## src/rtl/updown_count_display.sv

```systemverilog
// updown_count_display
// Consumes the 4-bit up/down counter value and direction, drives one
// 7-segment digit plus a direction LED, flags modulo-16 wraps with a
// one-cycle pulse, keeps a signed wrap epoch and flashes the digit for
// FLASH_CYCLES cycles after each wrap.
// Optional build macro: HEX_ALPHA_EN (show A,b,C,d,E,F for 10..15;
// without it those values show a dash).
module updown_count_display #(
  parameter int FLASH_CYCLES   = 8,
  parameter int SEG_ACTIVE_LOW = 1
) (
  input  logic       clk,
  input  logic       rst_n,
  input  logic       ud,
  input  logic [3:0] q,
  output logic [6:0] seg,
  output logic       dir_led,
  output logic       wrap_pulse,
  output logic [7:0] epoch
);

  typedef enum logic [0:0] {
    SHOW  = 1'b0,
    FLASH = 1'b1
  } state_t;

  localparam logic [7:0] FLASH_LOAD = 8'(FLASH_CYCLES - 1);
  localparam logic [6:0] SEG_BLANK  = (SEG_ACTIVE_LOW != 0) ? 7'h7F : 7'h00;

  state_t     state;
  state_t     state_next;
  logic [7:0] timer;
  logic [7:0] timer_next;
  logic [6:0] seg_next;
  logic [6:0] seg_pat;
  logic [6:0] seg_dec;
  logic [3:0] q_prev;
  logic       prev_valid;
  logic       up_wrap;
  logic       down_wrap;
  logic       wrap;

  // Wrap detection compares the live value with last cycle's sample; the
  // very first cycle after reset has no trustworthy previous value.
  always_comb begin
    up_wrap   = prev_valid & ud & (q_prev == 4'hF) & (q == 4'h0);
    down_wrap = prev_valid & ~ud & (q_prev == 4'h0) & (q == 4'hF);
    wrap      = up_wrap | down_wrap;
  end

  // Hex digit to active-high segment pattern {g,f,e,d,c,b,a}.
  always_comb begin
    seg_pat = 7'h40;
    case (q)
      4'h0: seg_pat = 7'h3F;
      4'h1: seg_pat = 7'h06;
      4'h2: seg_pat = 7'h5B;
      4'h3: seg_pat = 7'h4F;
      4'h4: seg_pat = 7'h66;
      4'h5: seg_pat = 7'h6D;
      4'h6: seg_pat = 7'h7D;
      4'h7: seg_pat = 7'h07;
      4'h8: seg_pat = 7'h7F;
      4'h9: seg_pat = 7'h6F;
`ifdef HEX_ALPHA_EN
      4'hA: seg_pat = 7'h77;
      4'hB: seg_pat = 7'h7C;
      4'hC: seg_pat = 7'h39;
      4'hD: seg_pat = 7'h5E;
      4'hE: seg_pat = 7'h79;
      4'hF: seg_pat = 7'h71;
`endif
      default: seg_pat = 7'h40;
    endcase
    seg_dec = (SEG_ACTIVE_LOW != 0) ? ~seg_pat : seg_pat;
  end

  // Next-state logic: a wrap always (re)starts the flash window and shows the
  // new value in the pulse cycle; inside the window odd timer values blank.
  always_comb begin
    state_next = state;
    timer_next = timer;
    seg_next   = seg_dec;
    case (state)
      SHOW: begin
        if (wrap) begin
          state_next = FLASH;
          timer_next = FLASH_LOAD;
        end
      end
      FLASH: begin
        if (wrap) begin
          timer_next = FLASH_LOAD;
        end else begin
          if (timer[0]) begin
            seg_next = SEG_BLANK;
          end
          if (timer == 8'd0) begin
            state_next = SHOW;
          end else begin
            timer_next = timer - 8'd1;
          end
        end
      end
      default: begin
        state_next = SHOW;
        timer_next = 8'd0;
      end
    endcase
  end

  // FSM state and flash timer registers.
  always_ff @(posedge clk or negedge rst_n) begin
    if (!rst_n) begin
      state <= SHOW;
      timer <= 8'd0;
    end else begin
      state <= state_next;
      timer <= timer_next;
    end
  end

  // Input sampling and registered outputs, all one cycle behind the inputs.
  always_ff @(posedge clk or negedge rst_n) begin
    if (!rst_n) begin
      q_prev     <= 4'h0;
      prev_valid <= 1'b0;
      seg        <= SEG_BLANK;
      dir_led    <= 1'b0;
      wrap_pulse <= 1'b0;
      epoch      <= 8'h00;
    end else begin
      q_prev     <= q;
      prev_valid <= 1'b1;
      seg        <= seg_next;
      dir_led    <= ud;
      wrap_pulse <= wrap;
      if (up_wrap) begin
        epoch <= epoch + 8'd1;
      end else if (down_wrap) begin
        epoch <= epoch - 8'd1;
      end
    end
  end

endmodule

```

## config.mk

```make
export PLATFORM = sky130hd
export DESIGN_NAME = updown_count_display
export DESIGN_NICKNAME = d
export VERILOG_FILES = /design/src/rtl/updown_count_display.sv
export SDC_FILE = /design/constraint.sdc
export NUM_CORES = 1
export LEC_CHECK = 0
export ABC_CLOCK_PERIOD_IN_PS = 4300
export CAP_MARGIN = 20
export CORE_MARGIN = 3
export CORE_UTILIZATION = 53
export DETAILED_ROUTE_END_ITERATION = 8
export GPL_ROUTABILITY_DRIVEN = 1
export MAX_ROUTING_LAYER = met4
export PLACE_DENSITY = 0.81
export SLEW_MARGIN = 5
export SYNTH_ARGS = -nofsm -noshare
export SYNTH_HDL_FRONTEND = slang
export SYNTH_SLANG_ARGS = --single-unit
```

## constraint.sdc

```tcl
create_clock -name clk -period 4.3 [get_ports clk]
set_clock_uncertainty 0.1 [all_clocks]
set_input_delay 0.645 -clock clk [delete_from_list [all_inputs] [get_ports clk]]
set_output_delay 0.645 -clock clk [all_outputs]
set_load 0.05 [all_outputs]
```

==> impl_metrics.toml, run 1 <==
[outcome]
status = "finished, final reports clean"

[power_and_ir_drop]
peakVddDrop_uv = 254
power_leakage_uw = 0.000886
p_per_area_nw_per_um2 = 461

[synth]
netlist.area_leader.share = 0.347
syn_area_um2 = 1730
yosysTopAreaCell = "dfrtp_1"
synth_seq_cells = 31
synthCells = 162
synth_nets = 185
synth-seq-area-share = 0.454
syn_avg_cell_area_um2 = 10.7
ys.flop_type = "dfrtp_1"
post-synth-top-count-cell = "dfrtp_1"
async_reset_ff_frac = 1.00
ys_warn_count = 0
synth_edf_count = 0
synth.distinct_cells = 41
synthTopCellsByArea = "dfrtp_1, ha_1, dfstp_2"
synthTopCellsByCount = "dfrtp_1, nand2_1, ha_1"

[cts]
clkLatencyLatePin_ns = 0.34
cts.sinks = 31
htree_levels = 2
cts_root_buffer = "clkbuf_4"
cts_made_buffers = 5
path_clk_slew_ns = 0.10
hold_buffers = 0
cts.path.max_buffers = 2
cts_tree = "built"
postCtsResizedCells = 0
cts_setup_buffers = 0

[global_routing]
globalRouteTotalUtil = 0.186
grt_max_degree = 32
grt_pass1_vias = 1292
grt_pass1_wl_um = 5620
grt.overflow.total = 0
antenna_found_initial = 0

[sta]
holdWs_ns = 0.433
tightest_slew_ns = 0.504
rsz0062_at_grt = "false"
finalHoldViolCount = 0
slew_headroom = 0.663
final.period_utilization = 0.783
period_needed_ns = 3.37
finalSetupViolCount = 0
tns_ns = 0
fmax_ghz = 0.297
slew_viol_final = 0

[worst_setup_path]
slowest_delay_ns = 0.60
path_cells = "clkdlybuf4s50_1 -> inv_1 -> ha_1 -> nor2b_1 -> nand4_1 -> fa_1 -> a211oi_1 -> o21bai_1 -> a21oi_1 -> xor2_1 -> o21ai_1"
cp_max_fo = 10
critPathCaptureType = "flip-flop"
slowest_stage = "fa_1"
crit_arrival_ns = 3.50
worstSetupStartpointType = "input pin"
critical_path_class = "input pin to flip-flop"
required_ns = 4.44

[finish]
nets = 213
final_util = 0.663
drive_above_1_share = 0.152
diodes = 0
nFillCells = 261
area_delta_synth_final_pct = 18.1

[floorplanning]
io_pins = 24
die_w_um = 63.1
dieArea_um2 = 3980
num_rows = 20
die_y_um = 63.1
core_region_area_um2 = 3080
initial_core_util = 0.562

[routing]
via_count = 1227
drt.antenna.violating_nets = 0
drcViolationCount = 0
post_drt_wl_per_cell_um = 13.0
vias_per_cell = 5.22
totalWireLength_um = 3040
dr.pass1.iters = 4
drt-initial-drc-count = 58

[placement]
hpwlAfterDp_um = 2310
numPortBuffers = 23
place_congestion = 0.783

[worst_hold_path]
min_path_type = "flip-flop to flip-flop"

[run]
maxCapViolCount = 0
[state kept, by name, summed over array words and instances, names as in the netlist]
| register | count |
|---|---|
| prev_valid | 1 |
| seg | 7 |
| wrap_pulse | 1 |
| timer | 8 |
| dir_led | 1 |
| state | 1 |
| epoch | 8 |
| q_prev | 4 |
[path summary, 6_finish.rpt]
path / slack, ns / from / cells past startpoint / to
setup / recovery: 0.93 / q[1] / 11 / epoch[6]$_DFFE_PN0P_
hold / removal: 0.43 / epoch[2]$_DFFE_PN0P_ / 2 / epoch[2]$_DFFE_PN0P_
max in group asynchronous: 3.19 / rst_n / 2 / seg[1]$_DFF_PN1_
hold reg to reg: 0.43 / epoch[2]$_DFFE_PN0P_ / 2 / epoch[2]$_DFFE_PN0P_
setup reg to reg: 1.80 / q_prev[3]$_DFF_PN0_ / 8 / epoch[6]$_DFFE_PN0P_
min in group asynchronous: 0.58 / rst_n / 2 / timer[2]$_DFFE_PN0P_
[kinds of logic after synthesis]
family	share of synthesized area
XOR/XNOR	0.0651
AO/OA/AOI/OAI	0.128
adder cells (fa/ha/maj)	0.120
other	0.00217
AND/OR/NAND/NOR	0.190
flip-flops	0.454
buffers and inverters	0.0412
[layout make-up]
cell class | instances | area [um2] | area share
Inverter | 7 | 33.8 | 0.0165
Tap cell | 44 | 55.1 | 0.0270
Clock buffer | 7 | 45.0 | 0.0221
Multi-Input combinational cell | 120 | 873 | 0.428
Clock inverter | 1 | 5.00 | 0.00245
Sequential cell | 31 | 785 | 0.384
Timing Repair Buffer | 25 | 245 | 0.120
[worst max-delay path, delay by kind of cell]
kind,cells,cell delay (ns)
AO/OA/AOI/OAI,4,0.60
buffers and inverters,2,0.72
AND/OR/NAND/NOR,2,0.58
XOR/XNOR,1,0.17
adder cells (fa/ha/maj),2,0.79
[cell usage in the layout (no fill, tap or decap), types with 2 or more instances in the layout]
| cell type | Yosys | final |
|---|---|---|
| nor3b_2 | 2 | 2 |
| nor2_1 | 14 | 14 |
| xor2_1 | 4 | 4 |
| clkbuf_4 | 0 | 5 |
| clkbuf_1 | 1 | 2 |
| buf_4 | 0 | 2 |
| nand2_1 | 17 | 17 |
| clkdlybuf4s50_1 | 0 | 23 |
| a21o_1 | 3 | 3 |
| inv_1 | 6 | 6 |
| and2_1 | 2 | 2 |
| o21ai_1 | 5 | 5 |
| nand2b_1 | 2 | 2 |
| nor4_2 | 2 | 2 |
| o21ai_0 | 7 | 7 |
| nor2b_1 | 5 | 5 |
| dfrtp_1 | 24 | 24 |
| or2_2 | 2 | 2 |
| xnor2_1 | 7 | 7 |
| ha_1 | 15 | 15 |
| nand4_1 | 2 | 2 |
| a21oi_1 | 11 | 11 |
| dfstp_2 | 7 | 7 |
| o211ai_1 | 2 | 2 |
[power by group]
part           internal, uW  leakage, uW  switching [uW]
Clock                  63.7    0.0000293             101
Sequential              360     0.000366            59.1
Combinational           155     0.000491             202
Total                   579     0.000886             363
[routing by layer]
layer / global-route usage / vias to the layer above / share of wire
li1: - / 607 / -
met1: 0.204 / 591 / 0.44
met2: 0.323 / 22 / 0.51
met3: 0.0499 / 7 / 0.039
met4: 0.0689 / 0 / 0.015
met5: - / - / 0
[through the flow]
step           std cells  total power, uW  worst slack [ns]  instance area (um2)
2_1_floorplan        162              690              1.55                 1730
3_3_place_gp         227              772             0.755                 1990
3_5_place_dp         227              788             0.533                 1990
4_1_cts              235              953             0.896                 2040
5_1_grt              235             1010             0.646                 2040
6_report             235              942             0.932                 2040
Power figures use the tool's default switching activity.
==> inputs of run 2 (changes only) <==
ABC_CLOCK_PERIOD_IN_PS = 3450   (was 4300)
clock period = 3.45 ns   (was 4.3 ns; I/O delays follow)
==> run 2 against run 1 <==
Against the previous run: sequential cell count is the same; clock-buffer cell count is the same; worst setup slack lost 0.49 ns; sequential share of layout area shrank 0.83 points; register-to-register slack lost 0.68 ns; global-route usage grew 0.52 points; non-clock buffer count grew 5; critical path type unchanged; highest routed layer unchanged.
==> impl_metrics.toml, run 2 (same netlist as run 1, synthesis figures left out) <==
[outcome]
status = "finished, final reports clean"

[floorplanning]
core_region_area_um2 = 3080
num_rows = 20
die_y_um = 63.1
die_w_um = 63.1
io_pins = 24
dieArea_um2 = 3980
initial_core_util = 0.562

[finish]
final_common_cell = "dfrtp_1"
multi_input_area_um2 = 873
top_regs = "epoch x8, timer x8, seg x7"
diodes = 0
nets = 218
drive_above_1_share = 0.173
nFillCells = 247
seqCellArea_um2 = 785
area_delta_synth_final_pct = 20.7
most-common-layout-cells = "dfrtp_1, clkdlybuf4s50_1, nand2_1"

[placement]
hpwlAfterDp_um = 2450
numPortBuffers = 23
place_congestion = 0.800

[sta]
holdWs_ns = 0.352
tightest_slew_ns = 0.503
tns_ns = 0
fmax_ghz = 0.332
rsz0062_at_grt = "false"
slew_viol_final = 0
final.period_utilization = 0.873
finalHoldViolCount = 0
finalSetupViolCount = 0
period_needed_ns = 3.01
slew_headroom = 0.663

[worst_setup_path]
cp_max_fo = 6
critical_path_class = "input pin to flip-flop"
slowest_stage = "fa_1"
r2r_start = "q_prev[0]$_DFF_PN0_"
rr_endpoint = "epoch[6]$_DFFE_PN0P_"
crit_arrival_ns = 3.14
critPathCaptureType = "flip-flop"
required_ns = 3.58
reg2reg_depth = 8
worstSetupStartpointType = "input pin"
r2r_setup_slack_ns = 1.12
slowest_delay_ns = 0.55
path_cells = "clkdlybuf4s50_1 -> inv_1 -> ha_1 -> nor2b_1 -> nand4_1 -> fa_1 -> a211oi_1 -> o21bai_1 -> a21oi_1 -> xor2_1 -> o21ai_1"

[global_routing]
grt_pass1_wl_um = 5850
globalRouteTotalUtil = 0.191
grt_pass1_vias = 1322
grt_max_degree = 26
grt.overflow.total = 0
antenna_found_initial = 0

[routing]
dr_wl_met3_um = 113
drt-met1-wl_um = 1320
vias_per_cell = 5.10
post_drt_wl_per_cell_um = 13.4
wl_met2_um = 1710
top_layer = "met4"
drt.antenna.violating_nets = 0
drt-initial-drc-count = 52
drcViolationCount = 0
via_count = 1224
totalWireLength_um = 3210
dr.pass1.iters = 3

[power_and_ir_drop]
power_leakage_uw = 0.000912
peakVddDrop_uv = 337
p_per_area_nw_per_um2 = 566

[cts]
postCtsResizedCells = 0
cts_root_buffer = "clkbuf_4"
cts_made_buffers = 5
clkLatencyLatePin_ns = 0.33
cts.path.max_buffers = 2
cts_setup_buffers = 0
path_clk_slew_ns = 0.10
hold_buffers = 0
cts_tree = "built"
htree_levels = 2
cts.sinks = 31

[worst_hold_path]
min_path_type = "input pin to asynchronous set/reset pin"

[run]
maxCapViolCount = 0
-- run 2: cell count changes in the layout (fill, tap and decap cells not counted) --
| cell | before | now |
|---|---|---|
| buf_4 | 2 | 6 |
| buf_8 | 0 | 1 |
-- run 2: cell type report --
class	count	area share
Sequential cell	31	0.376
Timing Repair Buffer	30	0.139
Clock inverter	1	0.00240
Multi-Input combinational cell	120	0.418
Clock buffer	7	0.0216
Inverter	7	0.0162
Tap cell	44	0.0264
-- run 2: how the worst max path moves through the flow --
| stage | start | end | slack, ns |
|---|---|---|---|
| floorplan | q[0] | epoch[6]$_DFFE_PN0P_ | 0.82 |
| global placement | q[0] | epoch[6]$_DFFE_PN0P_ | 0.24 |
| detailed placement | q[0] | epoch[6]$_DFFE_PN0P_ | 0.10 |
| CTS | q[0] | epoch[6]$_DFFE_PN0P_ | 0.43 |
| global route | q[0] | epoch[6]$_DFFE_PN0P_ | 0.17 |
| finish | q[0] | epoch[6]$_DFFE_PN0P_ | 0.44 |
-- run 2: layer usage --
metal  track usage  vias to the layer above
li1              -                      615
met1         0.207                      579
met2         0.333                       21
met3        0.0481                        9
met4        0.0771                        0
met5             -                        -
-- run 2: critical path: cells and delay by family --
family	cells	cell delay, ns
adder cells (fa/ha/maj)	2	0.73
AND/OR/NAND/NOR	2	0.49
XOR/XNOR	1	0.15
buffers and inverters	2	0.67
AO/OA/AOI/OAI	4	0.56
-- run 2: per-stage QoR --
step / power [uW] / std cells / utilization / area, um2 / setup slack (ns)
global placement: 964 / 231 / 0.657 / 2020 / 0.242
finish: 1180 / 240 / 0.678 / 2090 / 0.440
CTS: 1180 / 239 / 0.673 / 2070 / 0.433
detailed placement: 986 / 231 / 0.657 / 2020 / 0.103
global route: 1270 / 240 / 0.678 / 2090 / 0.171
floorplan: 859 / 162 / - / 1730 / 0.823
-- run 2: power breakdown --
part | internal, uW | switching [uW] | leakage, uW
Clock | 79.3 | 121 | 0.0000293
Sequential | 449 | 73.2 | 0.000366
Combinational | 197 | 260 | 0.000517
Total | 726 | 455 | 0.000912
==> inputs of run 3 (changes only) <==
CTS_CLUSTER_SIZE = 12   (was unset)
==> results of run 3 <==
The final DEF is identical to that of run 2; final timing and power are the same.
